## src/rtl/x2050_m_byte_reader_pkg.sv

```systemverilog
// x2050_m_byte_reader_pkg: reader state encoding, byte-index constants and parity helper
// shared by the M register byte reader (X2050_MRD_PARITY_EN enables parity support).
package x2050_m_byte_reader_pkg;
    localparam int LEN_W_DEF = 8;
    localparam logic [1:0] MB_B0 = 2'd0;
    localparam logic [1:0] MB_B1 = 2'd1;
    localparam logic [1:0] MB_B2 = 2'd2;
    localparam logic [1:0] MB_B3 = 2'd3;
    typedef enum logic [1:0] {MRD_IDLE, MRD_WREQ, MRD_SEND} mrd_state_t;
    function automatic logic odd_par(input logic [7:0] b);
        return ~^b;
    endfunction
endpackage

```

## src/rtl/x2050_m_byte_reader_if.sv

```systemverilog
// x2050_m_byte_reader_if: storage-word and byte-stream signals of the M register byte reader;
// X2050_MRD_PARITY_EN adds m_par, byte_par and perr.
interface x2050_m_byte_reader_if
    import x2050_m_byte_reader_pkg::*;
#(parameter int LEN_W = LEN_W_DEF);
    logic             start;
    logic [1:0]       mb;
    logic [LEN_W-1:0] len;
    logic             abort;
    logic             word_vld;
    logic [31:0]      m_reg;
    logic             word_req;
    logic [7:0]       rd_byte;
    logic             byte_vld;
    logic             byte_rdy;
    logic             busy;
    logic             done;
`ifdef X2050_MRD_PARITY_EN
    logic [3:0]       m_par;
    logic             byte_par;
    logic             perr;
    modport master (output start, mb, len, abort, word_vld, m_reg, byte_rdy, m_par,
                    input word_req, rd_byte, byte_vld, busy, done, byte_par, perr);
    modport slave  (input start, mb, len, abort, word_vld, m_reg, byte_rdy, m_par,
                    output word_req, rd_byte, byte_vld, busy, done, byte_par, perr);
`else
    modport master (output start, mb, len, abort, word_vld, m_reg, byte_rdy,
                    input word_req, rd_byte, byte_vld, busy, done);
    modport slave  (input start, mb, len, abort, word_vld, m_reg, byte_rdy,
                    output word_req, rd_byte, byte_vld, busy, done);
`endif
endinterface

```

## src/rtl/x2050_m_byte_reader_bytesel.sv

```systemverilog
// x2050_mrd_bytesel: 4:1 byte select from a storage word (byte 0 in [31:24]);
// odd parity output only with X2050_MRD_PARITY_EN.
module x2050_mrd_bytesel
    import x2050_m_byte_reader_pkg::*;
(
    input  logic [31:0] word,
    input  logic [1:0]  sel,
`ifdef X2050_MRD_PARITY_EN
    output logic        par,
`endif
    output logic [7:0]  sel_byte
);
    always_comb begin
        sel_byte = sel == MB_B0 ? word[31:24] :
                   sel == MB_B1 ? word[23:16] :
                   sel == MB_B2 ? word[15:8]  : word[7:0];
    end
`ifdef X2050_MRD_PARITY_EN
    assign par = odd_par(sel_byte);
`endif
endmodule

```

## src/rtl/x2050_m_byte_reader.sv

```systemverilog
// x2050_m_byte_reader: unloads bytes from M register words starting at an MB pointer,
// requesting a new word at each boundary; X2050_MRD_PARITY_EN adds byte parity and checking.
module x2050_m_byte_reader
    import x2050_m_byte_reader_pkg::*;
#(parameter int LEN_W = LEN_W_DEF)
(
    input logic clk,
    input logic rst_n,
    x2050_m_byte_reader_if.slave bus
);
    mrd_state_t       state, state_n;
    logic [1:0]       mb;
    logic [LEN_W-1:0] cnt;
    logic [31:0]      word;
    logic             done;
    logic             load, hs, last;
    logic [7:0]       sel_byte;

    // abort outranks both the word strobe and the byte handshake
    always_comb begin
        load = state == MRD_WREQ && bus.word_vld && !bus.abort;
        hs = state == MRD_SEND && bus.byte_rdy && !bus.abort;
        last = cnt == '0;
        state_n = state;
        if (state == MRD_IDLE)
            state_n = bus.start ? MRD_WREQ : MRD_IDLE;
        else if (bus.abort)
            state_n = MRD_IDLE;
        else if (load)
            state_n = MRD_SEND;
        else if (hs)
            state_n = last ? MRD_IDLE : mb == MB_B3 ? MRD_WREQ : MRD_SEND;
    end

    always_ff @(posedge clk or negedge rst_n) begin
        if (!rst_n)
            state <= MRD_IDLE;
        else
            state <= state_n;
    end

`ifdef X2050_MRD_PARITY_EN
    logic perr, perr_hit, sel_par;
    // only bytes that will actually be sent from this word are checked
    always_comb begin
        perr_hit = 1'b0;
        for (int k = 0; k < 4; k++)
            if (k >= int'(mb) && k - int'(mb) <= int'(cnt) &&
                bus.m_par[3-k] != odd_par(bus.m_reg[8*(3-k) +: 8]))
                perr_hit = 1'b1;
    end
`endif

    always_ff @(posedge clk or negedge rst_n) begin
        if (!rst_n) begin
            mb <= MB_B0;
            cnt <= '0;
            word <= '0;
            done <= 1'b0;
`ifdef X2050_MRD_PARITY_EN
            perr <= 1'b0;
`endif
        end else begin
            done <= state != MRD_IDLE && (bus.abort || (hs && last));
            if (state == MRD_IDLE && bus.start) begin
                mb <= bus.mb;
                cnt <= bus.len;
`ifdef X2050_MRD_PARITY_EN
                perr <= 1'b0;
`endif
            end
            if (load) begin
                word <= bus.m_reg;
`ifdef X2050_MRD_PARITY_EN
                perr <= perr | perr_hit;
`endif
            end
            if (hs && !last) begin
                cnt <= cnt - 1'b1;
                mb <= mb + 1'b1;
            end
        end
    end

    x2050_mrd_bytesel u_sel (
        .word(word),
        .sel(mb),
`ifdef X2050_MRD_PARITY_EN
        .par(sel_par),
`endif
        .sel_byte(sel_byte)
    );

    assign bus.rd_byte = sel_byte;
    assign bus.word_req = state == MRD_WREQ;
    assign bus.byte_vld = state == MRD_SEND;
    assign bus.busy = state != MRD_IDLE;
    assign bus.done = done;
`ifdef X2050_MRD_PARITY_EN
    assign bus.byte_par = bus.byte_vld & sel_par;
    assign bus.perr = perr;
`endif
endmodule

```

## src/flat_wrapper.sv

```systemverilog
// flat-port wrapper written by rule: the top's interface ports become plain ports
module x2050_m_byte_reader_flat import x2050_m_byte_reader_pkg::*;
#(parameter int LEN_W = LEN_W_DEF)
  (clk, rst_n, bus_start, bus_mb, bus_len, bus_abort, bus_word_vld, bus_m_reg, bus_byte_rdy, bus_word_req, bus_rd_byte, bus_byte_vld, bus_busy, bus_done);
  x2050_m_byte_reader_if #(.LEN_W(LEN_W)) bus_i ();
  input logic clk;
  input logic rst_n;
  input wire logic [$bits(bus_i.start)-1:0] bus_start;
  input wire logic [$bits(bus_i.mb)-1:0] bus_mb;
  input wire logic [$bits(bus_i.len)-1:0] bus_len;
  input wire logic [$bits(bus_i.abort)-1:0] bus_abort;
  input wire logic [$bits(bus_i.word_vld)-1:0] bus_word_vld;
  input wire logic [$bits(bus_i.m_reg)-1:0] bus_m_reg;
  input wire logic [$bits(bus_i.byte_rdy)-1:0] bus_byte_rdy;
  output wire logic [$bits(bus_i.word_req)-1:0] bus_word_req;
  output wire logic [$bits(bus_i.rd_byte)-1:0] bus_rd_byte;
  output wire logic [$bits(bus_i.byte_vld)-1:0] bus_byte_vld;
  output wire logic [$bits(bus_i.busy)-1:0] bus_busy;
  output wire logic [$bits(bus_i.done)-1:0] bus_done;
  assign bus_i.start = bus_start;
  assign bus_i.mb = bus_mb;
  assign bus_i.len = bus_len;
  assign bus_i.abort = bus_abort;
  assign bus_i.word_vld = bus_word_vld;
  assign bus_i.m_reg = bus_m_reg;
  assign bus_i.byte_rdy = bus_byte_rdy;
  assign bus_word_req = bus_i.word_req;
  assign bus_rd_byte = bus_i.rd_byte;
  assign bus_byte_vld = bus_i.byte_vld;
  assign bus_busy = bus_i.busy;
  assign bus_done = bus_i.done;
  x2050_m_byte_reader #(.LEN_W(LEN_W)) u_core (.clk(clk), .rst_n(rst_n), .bus(bus_i));
endmodule
```

## config.mk

```make
export PLATFORM = sky130hd
export DESIGN_NAME = x2050_m_byte_reader_flat
export DESIGN_NICKNAME = d
export VERILOG_FILES = /design/src/rtl/x2050_m_byte_reader_pkg.sv /design/src/rtl/x2050_m_byte_reader_if.sv /design/src/rtl/x2050_m_byte_reader_bytesel.sv /design/src/rtl/x2050_m_byte_reader.sv /design/src/flat_wrapper.sv
export SDC_FILE = /design/constraint.sdc
export NUM_CORES = 1
export LEC_CHECK = 0
export CELL_PAD_IN_SITES_DETAIL_PLACEMENT = 1
export CELL_PAD_IN_SITES_GLOBAL_PLACEMENT = 1
export CORE_ASPECT_RATIO = 0.9
export CORE_MARGIN = 2
export CORE_UTILIZATION = 40
export DETAILED_ROUTE_END_ITERATION = 10
export DONT_BUFFER_PORTS = 1
export PLACE_DENSITY_LB_ADDON = 0.1
export SLEW_MARGIN = 20
export SYNTH_ARGS = -nofsm -noshare
export SYNTH_HDL_FRONTEND = slang
export SYNTH_SLANG_ARGS = --single-unit
```

## constraint.sdc

```tcl
create_clock -name clk -period 2.4 [get_ports clk]
set_clock_uncertainty 0.1 [all_clocks]
set_input_delay 0.36 -clock clk [delete_from_list [all_inputs] [get_ports clk]]
set_output_delay 0.36 -clock clk [all_outputs]
set_load 0.03 [all_outputs]
```

Word level (Yosys, flattened, before mapping):

Index checks and enable logic that the tools add are counted.

* bits of input ports: 48
* flip-flop bits (word level): 45

* add/subtract/negate cells: 2
* mux-type cells: 14
* eq/ne operators: 5
* reductions and logical operators: 17

Operators by type and width (number)
* $mux W8: 5
* $mux W2: 8
* $logic_and A1 B1 Y1: 8
* $logic_not A8 Y1: 1
* $sub A8 B1 Y8 const B: 1
* $eq A2 B2 Y1 const B: 3
* $eq A2 B1 Y1 const B: 2
* $logic_not A2 Y1: 2
* $reduce_bool A2 Y1: 2
* $reduce_bool A4 Y1: 1
* $add A2 B1 Y2 const B: 1
* $logic_not A1 Y1: 2
* $logic_or A1 B1 Y1: 1
* $mux W1: 1

Depth between registers and ports, before layout:

Gate-level depths: netlist of run 1.

* depth after elaboration: 7
* mapped depth: 7
* mapped depth without buffers: 6

Cells and area by module:

Synthesis of run 1 repeated with hierarchy kept, for this count alone.

* cells, all modules: 162
* area total of the unflattened synthesis: 2132.0 µm²

By module, submodules not included
* x2050_m_byte_reader: area each 1935.6 µm², sequential area each 1126.1 µm², cells each 152, instances 1
* x2050_mrd_bytesel: area each 196.4 µm², sequential area each 0.0 µm², cells each 10, instances 1

Worst setup path after synthesis of run 1:

No wires, ideal clock.

* path kind: register to output
* start point: register u_core.mb[0]
* end point: output port bus_rd_byte[5]
* data required time: 1.940 ns
* data arrival time: 1.934 ns
* stages on the path, launching flop included: 8
* setup slack: 0.006 ns
* path through: dfrtp_1 > inv_1 > ha_1 > clkbuf_1 > mux2i_1 > nor2_1 > a21oi_1 > o21ai_0

* cells in the longest elaborated chain, start to end: 4
* elaborated cells between the ends (all ways): 6
* those cells by class: eq/ne: 2; mux: 3; reduce/logical: 1

Ends and longest elaborated chain
* start, declared: RTL line x2050_m_byte_reader.sv:12 `logic [1:0] mb;`
* start signal, assigned: RTL line x2050_m_byte_reader.sv:66 `mb <= bus.mb;`
* start signal, assigned: RTL line x2050_m_byte_reader.sv:80 `mb <= mb + 1'b1;`
* $eq A2 B2 Y1: RTL line x2050_m_byte_reader_bytesel.sv:16 `sel == MB_B2 ? word[15:8] : word[7:0];`
* $mux W8: RTL line x2050_m_byte_reader_bytesel.sv:16
* $mux W8: RTL line x2050_m_byte_reader_bytesel.sv:15 `sel == MB_B1 ? word[23:16] :`
* $mux W8 (*): RTL line x2050_m_byte_reader_bytesel.sv:14 `sel_byte = sel == MB_B0 ? word[31:24] :`
* end, declared: RTL line flat_wrapper.sv:16 `output wire logic [$bits(bus_i.rd_byte)-1:0] bus_rd_byte;`

Mark *: on every way between the ends. The rest lies on a longest branch, timed or not.

Final worst setup path of run 1:

* start point: register u_core.mb[0]
* end point: output port bus_rd_byte[4]

Same word-level chain as after synthesis.

==> metrics.log, run 1 <==
INFO  metric outcome = completed
INFO  metric final_layout_size_suffix_gt1_share = 32.26%
INFO  metric synth_mux_area_share = 19.69%
INFO  metric worst-r2r-cell-count = 6
INFO  metric synth_instances = 202
INFO  metric post_synth_instance_area = 2237 µm²
INFO  metric synth.yosys.seq_area_share = 50.34%
INFO  metric post_layout_nonfiller_instances = 284
INFO  metric antenna_found_initial = 0
INFO  metric synth_adder_area_share = 3.356%
INFO  metric top_area_cell_type_share_of_the_netlist_area = 50.34%
INFO  metric fmaxAchievable = 435.2 MHz
INFO  metric post-place-cells = 273
INFO  metric cts_buffer_depth = 2
INFO  metric core = 5318 µm²
INFO  metric fp.dieW = 82.83 µm
INFO  metric power.leakage = 1.086 nW
INFO  metric ir_worst_vdd = 1031 µV
INFO  metric hold_path.class = primary input to flop
INFO  metric timing.final.max_slew_violations = 0
INFO  metric stdcell_area = 2581 µm²
INFO  metric ios = 60
INFO  metric synth_top_family_by_area = multiplexers
INFO  metric timing.critical_path.slowest_stage_cell = sky130_fd_sc_hd__dfrtp_1
INFO  metric fillers = 584
INFO  metric number_of_nets_in_the_layout = 270
INFO  metric critical_path.cell_chain = inv_2 -> ha_4 -> buf_8 -> mux2i_1 -> nor2_1 -> a21oi_1 -> o21ai_0 -> buf_4
INFO  metric drtIter0Drc = 59
INFO  metric initial_core_util = 42.07%
INFO  metric areaGrowthSynthToFinish = 15.38%
INFO  metric critical-path-max-stage-delay = 420 ps
INFO  metric clk_pin_slew = 90 ps
INFO  metric leading_area_contributor_after_synthesis = sky130_fd_sc_hd__dfrtp_1
INFO  metric vias_per_cell = 5.651
INFO  metric holdWs = 84.51 ps
INFO  metric final-hold-violation-count = 0
INFO  metric port_buffers = 0
INFO  metric grt_setup_unrepaired = true
INFO  metric placedInstanceArea = 2377 µm²
INFO  metric layout_worst_path_cycle_share = 95.74%
INFO  metric avgSynthCellArea = 11.07 µm²
INFO  metric worst-endpoint-required = 1940 ps
INFO  metric post-layout-total-power = 3.755 mW
INFO  metric route.detailed.wl_per_inst = 19.09 µm
INFO  metric global_route_wire_length_before_repair = 8811 µm
INFO  metric power_per_cell_area = 1455 nW/µm²
INFO  metric worst_slew_pin_slew = 474.3 ps
INFO  metric worst_r2r_endpoint = u_core.cnt[7]
INFO  metric cts_tree = yes
INFO  metric cts_root_buf = sky130_fd_sc_hd__clkbuf_8
INFO  metric insertedDiodeCount = 0
INFO  metric final_setup_violating_endpoints = 0
INFO  metric yosys.area_share.simple = 11.91%
INFO  metric insertion_delay = 300 ps
INFO  metric post-route-drc-count = 0
INFO  metric worst-path-max-fanout = 8
INFO  metric synth.lib_cells_used.distinct = 37
INFO  metric postSynthNetCount = 256
INFO  metric start_kind = flop
INFO  metric cts-buffers-inserted = 5
INFO  metric floorplan.die_area = 6208 µm²
INFO  metric via_count = 1,605
INFO  metric grt.overflow.total = 0
INFO  metric synth-compound-area-share = 11.52%
INFO  metric clock_sink_count = 45
INFO  metric crit_end = bus_rd_byte[4]
INFO  metric timing.rr.start = u_core.cnt[0]
INFO  metric largest_cells_by_area_after_synthesis = sky130_fd_sc_hd__dfrtp_1 50%, sky130_fd_sc_hd__mux2_2 16%, sky130_fd_sc_hd__mux2i_1 3.6%, sky130_fd_sc_hd__ha_1 3.4%, sky130_fd_sc_hd__o21ai_0 3.1%
INFO  metric critPathArrivalTime = 1840 ps
INFO  metric placementRows = 25
INFO  metric worstSetupEndpointType = output pin
INFO  metric post-route-min-period = 2298 ps
INFO  metric synth_xor_area_share = 0%
INFO  metric detail-route-antenna-nets = 0
INFO  metric slew-limit-headroom = 68.38%
INFO  metric floorplan.die.height = 74.95 µm
INFO  metric cts_max_level = 2
INFO  metric finalWirelength = 5422 µm
INFO  metric startpoint = u_core.mb[0]
INFO  metric dp_hpwl = 3948 µm
INFO  metric grt_max_degree = 46
INFO  metric ys_ff_latch = 45
INFO  metric cap_viol_max_count = 0
INFO  metric yosys_warnings = 0
INFO  metric drt_pass1_iterations = 4
INFO  metric vias_in_the_first_global_route = 1,734
INFO  metric rrSetupSlack = 140 ps
INFO  metric worstSetupPathType = flop to output pin
INFO  metric grtUsageTotal = 18.04%
INFO  metric finalWeightedCongestion = 0.7819
-- logic make-up after synthesis --
family | after synthesis
and+or+nand+nor | 54
DFF | 45
AOI/OAI and AO/OA | 41
muxes | 40
buffers and inverters | 16
adders and majority gates | 6
-- critical path, delay by kind of cell, from the launching register on --
family | cells | cell delay (ps)
fa+ha+maj | 1 | 130
buf+inv | 3 | 420
simple gates | 1 | 70
mux | 1 | 210
compound gates | 2 | 270
flops | 1 | 420
-- metal layers --
layer | global-route usage, % | wire (µm) | share of wire (%) | up-vias
li1 | - | - | - | 748
met1 | 23.95 | 2554 | 47 | 808
met2 | 29.30 | 2536 | 47 | 45
met3 | 5.702 | 294 | 5.4 | 4
met4 | 4.554 | 36 | 0.66 | 0
met5 | 0 | 0 | 0 | -
-- flip-flops by register name, indices dropped and copies added (netlist names) --
register and flops:
u_core.state 2, u_core.cnt 8, u_core.word 32, u_core.mb 2, u_core.bus.done 1
-- where the power goes --
group / total, mW / switching (mW) / internal, mW
logic: 1.73 / 0.966 / 0.768
registers: 1.43 / 0.301 / 1.13
clock network: 0.593 / 0.254 / 0.340
-- Yosys cell counts, drive strengths merged --
cell and count:
a311oi 3, and4 1, o221a 2, nor2 18
nand2b 1, mux2 32, a31o 1, buf 5
inv 6, nor4 2, nand2 16, and3 3
nor3 4, or4b 1, o221ai 1, a211o 1
or2 1, nor2b 1, clkbuf 5, a21boi 1
o32ai 1, nor3b 2, ha 6, nor4bb 1
dfrtp 45, mux2i 8, or3b 1, or3 1
o21ai 15, a32oi 1, a211oi 2, a21oi 12
o21a 1, and2 1
-- final cells by class --
class	instances	area, µm²	share of cell area (%)
Inverter	6	22.52	0.8725
Multi-Input combinational cell	141	1075	41.64
Timing Repair Buffer	17	157.7	6.108
Tap cell	67	83.83	3.248
Sequential cell	45	1126	43.63
Clock buffer	7	86.33	3.345
Clock inverter	1	30.03	1.163
-- per-stage QoR --
step / setup slack, ps / setup TNS [ps] / util (%)
2_1_floorplan: 6.477 / 0 / -
3_3_place_gp: 135.4 / 0 / 44.71
3_5_place_dp: 79.63 / 0 / 44.71
4_1_cts: 20.92 / 0 / 47.86
5_1_grt: -18.62 / -22.06 / 48.54
6_report: 102.2 / 0 / 48.54
-- worst min-delay path by stage --
| stage | slack, ps | cells past startpoint | start | to |
|---|---|---|---|---|
| 6_report | 80 | 1 | bus_len[2] | u_core.cnt[2] |
| 5_1_grt | 70 | 1 | bus_len[2] | u_core.cnt[2] |
| 4_1_cts | 80 | 1 | bus_len[2] | u_core.cnt[2] |
| 3_5_place_dp | -30 | 0 | rst_n | u_core.cnt[4] |
| 3_3_place_gp | -30 | 0 | rst_n | u_core.cnt[3] |
| 2_1_floorplan | -40 | 0 | rst_n | u_core.bus.done |
-- cell usage in the layout, fill, tap and decap left out, drive strengths merged, types with 4 or more instances in the layout --
master	n
nand2	16
a21oi	12
nor2	18
o21ai	15
mux2	32
ha	6
dfrtp	45
inv	6
buf	16
nor3	4
clkbuf	7
mux2i	8
-- what timing repair did --
action / CTS / global route
gates cloned: 0 / 0
gates resized for setup: 2 / 12
pin swaps: 0 / 1
endpoints found under the setup margin: 5 / 11
buffers inserted: 1 / 0
hold buffers: 2 / 0
hold endpoints to repair: 45 / 0
No activity file was read; power rests on OpenSTA's default activity.
==> run 2, diff against run 1 <==
--- a/config.mk
+++ b/config.mk
@@ -5,6 +5,7 @@
 export SDC_FILE = /design/constraint.sdc
 export NUM_CORES = 1
 export LEC_CHECK = 0
+export ABC_CLOCK_PERIOD_IN_PS = 2750
 export CELL_PAD_IN_SITES_DETAIL_PLACEMENT = 1
 export CELL_PAD_IN_SITES_GLOBAL_PLACEMENT = 1
 export CORE_ASPECT_RATIO = 0.9
==> constraint.sdc (replaced) <==
create_clock -name clk -period 2.75 [get_ports clk]
set_clock_uncertainty 0.1 [all_clocks]
set_input_delay 0.4125 -clock clk [delete_from_list [all_inputs] [get_ports clk]]
set_output_delay 0.4125 -clock clk [all_outputs]
set_load 0.05 [all_outputs]
==> run 2 against run 1 <==
Net effect:
- critical path depth shrank 1
- wire length down 4.0%
- count of clock-buffer cells in the layout is 2 lower
- die area did not move
- register-to-register slack better by 330 ps
- hold slack better by 49 ps
==> metrics.log, run 2 (synthesized netlist as in run 1, its figures left out) <==
INFO  metric outcome = completed (unchanged)
INFO  metric global_route_wire_length_before_repair = 8487 µm (was 8811 µm)
INFO  metric global_route.peak_usage_layer = met2 (unchanged)
INFO  metric slew-limit-headroom = 57.43% (was 68.38%)
INFO  metric floorplan.die.height = 74.95 µm (unchanged)
INFO  metric insertedDiodeCount = 0 (unchanged)
INFO  metric clock_sink_count = 45 (unchanged)
INFO  metric final_common_cell = sky130_fd_sc_hd__dfrtp_1 (unchanged)
INFO  metric drt_pass1_iterations = 4 (unchanged)
INFO  metric setup_tns = 0 ps (unchanged)
INFO  metric hold_path.class = primary input to flop (unchanged)
INFO  metric timing.critical_path.slowest_stage_cell = sky130_fd_sc_hd__dfrtp_1 (unchanged)
INFO  metric max_flop_register = u_core.word (unchanged)
INFO  metric via_count = 1,561 (was 1,605)
INFO  metric finalWirelength = 5205 µm (was 5422 µm)
INFO  metric critical-path-max-stage-delay = 440 ps (was 420 ps)
INFO  metric clk_pin_slew = 90 ps (about the same)
INFO  metric cp_num_buf_inv = 2 (was 3)
INFO  metric fp.dieW = 82.83 µm (unchanged)
INFO  metric placementRows = 25 (unchanged)
INFO  metric cts-buffers-inserted = 5 (unchanged)
INFO  metric critical_path.cell_chain = inv_1 -> ha_2 -> mux2i_1 -> nor2_1 -> a21oi_1 -> o21ai_1 -> buf_4 (was inv_2 -> ha_4 -> buf_8 -> mux2i_1 -> nor2_1 -> a21oi_1 -> o21ai_0 -> buf_4)
INFO  metric core = 5318 µm² (unchanged)
INFO  metric comb_power_share = 49.3% (was 46.2%)
INFO  metric areaGrowthSynthToFinish = 12.53% (was 15.38%)
INFO  metric cts_root_buf = sky130_fd_sc_hd__clkbuf_8 (unchanged)
INFO  metric final_layout_size_suffix_gt1_share = 28.04% (was 32.26%)
INFO  metric postCtsSetupRepairBufs = 0 (was 1)
INFO  metric cts_buffer_depth = 2 (unchanged)
INFO  metric post-route-min-period = 2560 ps
INFO  metric worstSetupEndpointType = output pin (unchanged)
INFO  metric dp_hpwl = 3929 µm (was 3948 µm)
INFO  metric globalRouteMet1Util = 23.91% (was 23.95%)
INFO  metric insertion_delay = 300 ps (about the same)
INFO  metric timing.final.max_slew_violations = 0 (unchanged)
INFO  metric port_buffers = 0 (unchanged)
INFO  metric power.leakage = 1.062 nW (was 1.086 nW)
INFO  metric cap_viol_max_count = 0 (unchanged)
INFO  metric reg_top3 = u_core.word: 32 flops, u_core.cnt: 8 flops (unchanged)
INFO  metric number_of_nets_in_the_layout = 267 (was 270)
INFO  metric total_switching_power = 1.520 mW (about the same)
INFO  metric power_per_cell_area = 1356 nW/µm² (was 1455 nW/µm²)
INFO  metric fmaxAchievable = 390.6 MHz
INFO  metric initial_core_util = 42.07% (unchanged)
INFO  metric vias_in_the_first_global_route = 1,661 (was 1,734)
INFO  metric critPathArrivalTime = 2050 ps (was 1840 ps)
INFO  metric final_core_util = 47.34% (was 48.54%)
INFO  metric switching_share = 44.55% (was 40.47%)
INFO  metric layout_worst_path_cycle_share = 93.09%
INFO  metric met3_usage = 6.579% (was 5.702%)
INFO  metric ios = 60 (unchanged)
INFO  metric worst-endpoint-required = 2240 ps (was 1940 ps)
INFO  metric vias_per_cell = 5.555 (was 5.651)
INFO  metric power_frac_seq = 36.0% (was 38.0%)
INFO  metric final-hold-violation-count = 0 (unchanged)
INFO  metric drtIter0Drc = 55 (was 59)
INFO  metric worst_slew_pin_slew = 629.9 ps (was 474.3 ps)
INFO  metric mostFrequentLayoutCells = 45 x sky130_fd_sc_hd__dfrtp_1, 32 x sky130_fd_sc_hd__mux2_2, 18 x sky130_fd_sc_hd__nor2_1, 16 x sky130_fd_sc_hd__nand2_1 (was 45 x sky130_fd_sc_hd__dfrtp_1, 32 x sky130_fd_sc_hd__mux2_2, 18 x sky130_fd_sc_hd__nor2_1, 16 x sky130_fd_sc_hd__nand2_1, 14 x sky130_fd_sc_hd__buf_4)
INFO  metric groute.layer.met2.usage = 26.08% (was 29.30%)
INFO  metric start_kind = flop (unchanged)
INFO  metric cts_tree = yes (unchanged)
INFO  metric route.detailed.wl_per_inst = 18.52 µm (was 19.09 µm)
INFO  metric power.share.clock = 14.7% (was 15.8%)
INFO  metric grtUsageTotal = 17.46% (was 18.04%)
INFO  metric ir_worst_vdd = 816.0 µV (was 1031 µV)
INFO  metric worstSetupPathType = flop to output pin (unchanged)
INFO  metric largest_register_ffs = 32 (unchanged)
INFO  metric internal-power = 1.892 mW (was 2.236 mW)
INFO  metric crit_family = flip-flops (was buffers and inverters)
INFO  metric grt_setup_unrepaired = false (was true)
INFO  metric floorplan.die_area = 6208 µm² (unchanged)
INFO  metric cts_max_level = 2 (unchanged)
INFO  metric antenna_found_initial = 0 (unchanged)
INFO  metric grt_max_degree = 46 (unchanged)
INFO  metric detail-route-antenna-nets = 0 (unchanged)
INFO  metric grt.overflow.total = 0 (unchanged)
INFO  metric worst-path-max-fanout = 8 (unchanged)
INFO  metric finalWeightedCongestion = 0.7846 (was 0.7819)
INFO  metric final_setup_violating_endpoints = 0 (unchanged)
INFO  metric post-route-drc-count = 0 (unchanged)
run 2: path summary, 6_finish.rpt:
| path | from | endpoint | slack, ps | cells after the start |
|---|---|---|---|---|
| worst min-delay path | bus_len[2] | u_core.cnt[2] | 130 | 1 |
| worst max register to register | u_core.cnt[1] | u_core.cnt[0] | 470 | 6 |
| worst max-delay path | u_core.mb[0] | bus_rd_byte[4] | 190 | 7 |
| max in group asynchronous | rst_n | u_core.word[21] | 1810 | 2 |
| worst min register to register | u_core.word[12] | u_core.word[12] | 420 | 1 |
| min in group asynchronous | rst_n | u_core.word[23] | 540 | 2 |
run 2: power by group through the flow:
stage | clock [mW] | sequential [mW] | combinational [mW]
after floorplan | 0 | 1.16 | 1.28
after global routing | 0.554 | 1.28 | 1.82
after global placement | 0 | 1.22 | 1.61
after detailed placement | 0 | 1.24 | 1.67
final | 0.501 | 1.23 | 1.68
after CTS | 0.524 | 1.23 | 1.70
run 2: layer usage:
layer | share of wire, % | vias to the layer above
met5 | 0 | -
met4 | 0.96 | 0
met3 | 5.9 | 6
met2 | 43 | 50
met1 | 50 | 757
li1 | - | 748
run 2: final cells by class:
class / count / area, µm²
repair buffers: 14 / 127.6
inverters: 6 / 22.52
flip-flops and latches: 45 / 1126
multi-input cells: 141 / 1042
fillers: 592 / 2800
clock inverters: 3 / 46.29
clock buffers: 5 / 68.82
well taps: 67 / 83.83
run 2: through the flow:
stage	instance area (µm²)	cells	power, mW	hold WS [ps]	setup slack [ps]
after detailed placement	2362	271	2.916	18.15	406.2
after CTS	2515	281	3.448	121.6	53.86
after floorplan	2237	202	2.443	16.91	274.3
after global routing	2517	281	3.654	124.5	56.03
final	2517	281	3.412	133.3	190.0
after global placement	2362	271	2.832	18.18	468.2
run 2: what timing repair did:
| action | in CTS | in global routing |
|---|---|---|
| hold endpoints to repair | 45 | 0 |
| resized for setup | 0 | 1 |
| endpoints found under the setup margin | 0 | 8 |
| hold buffers | 2 | 0 |
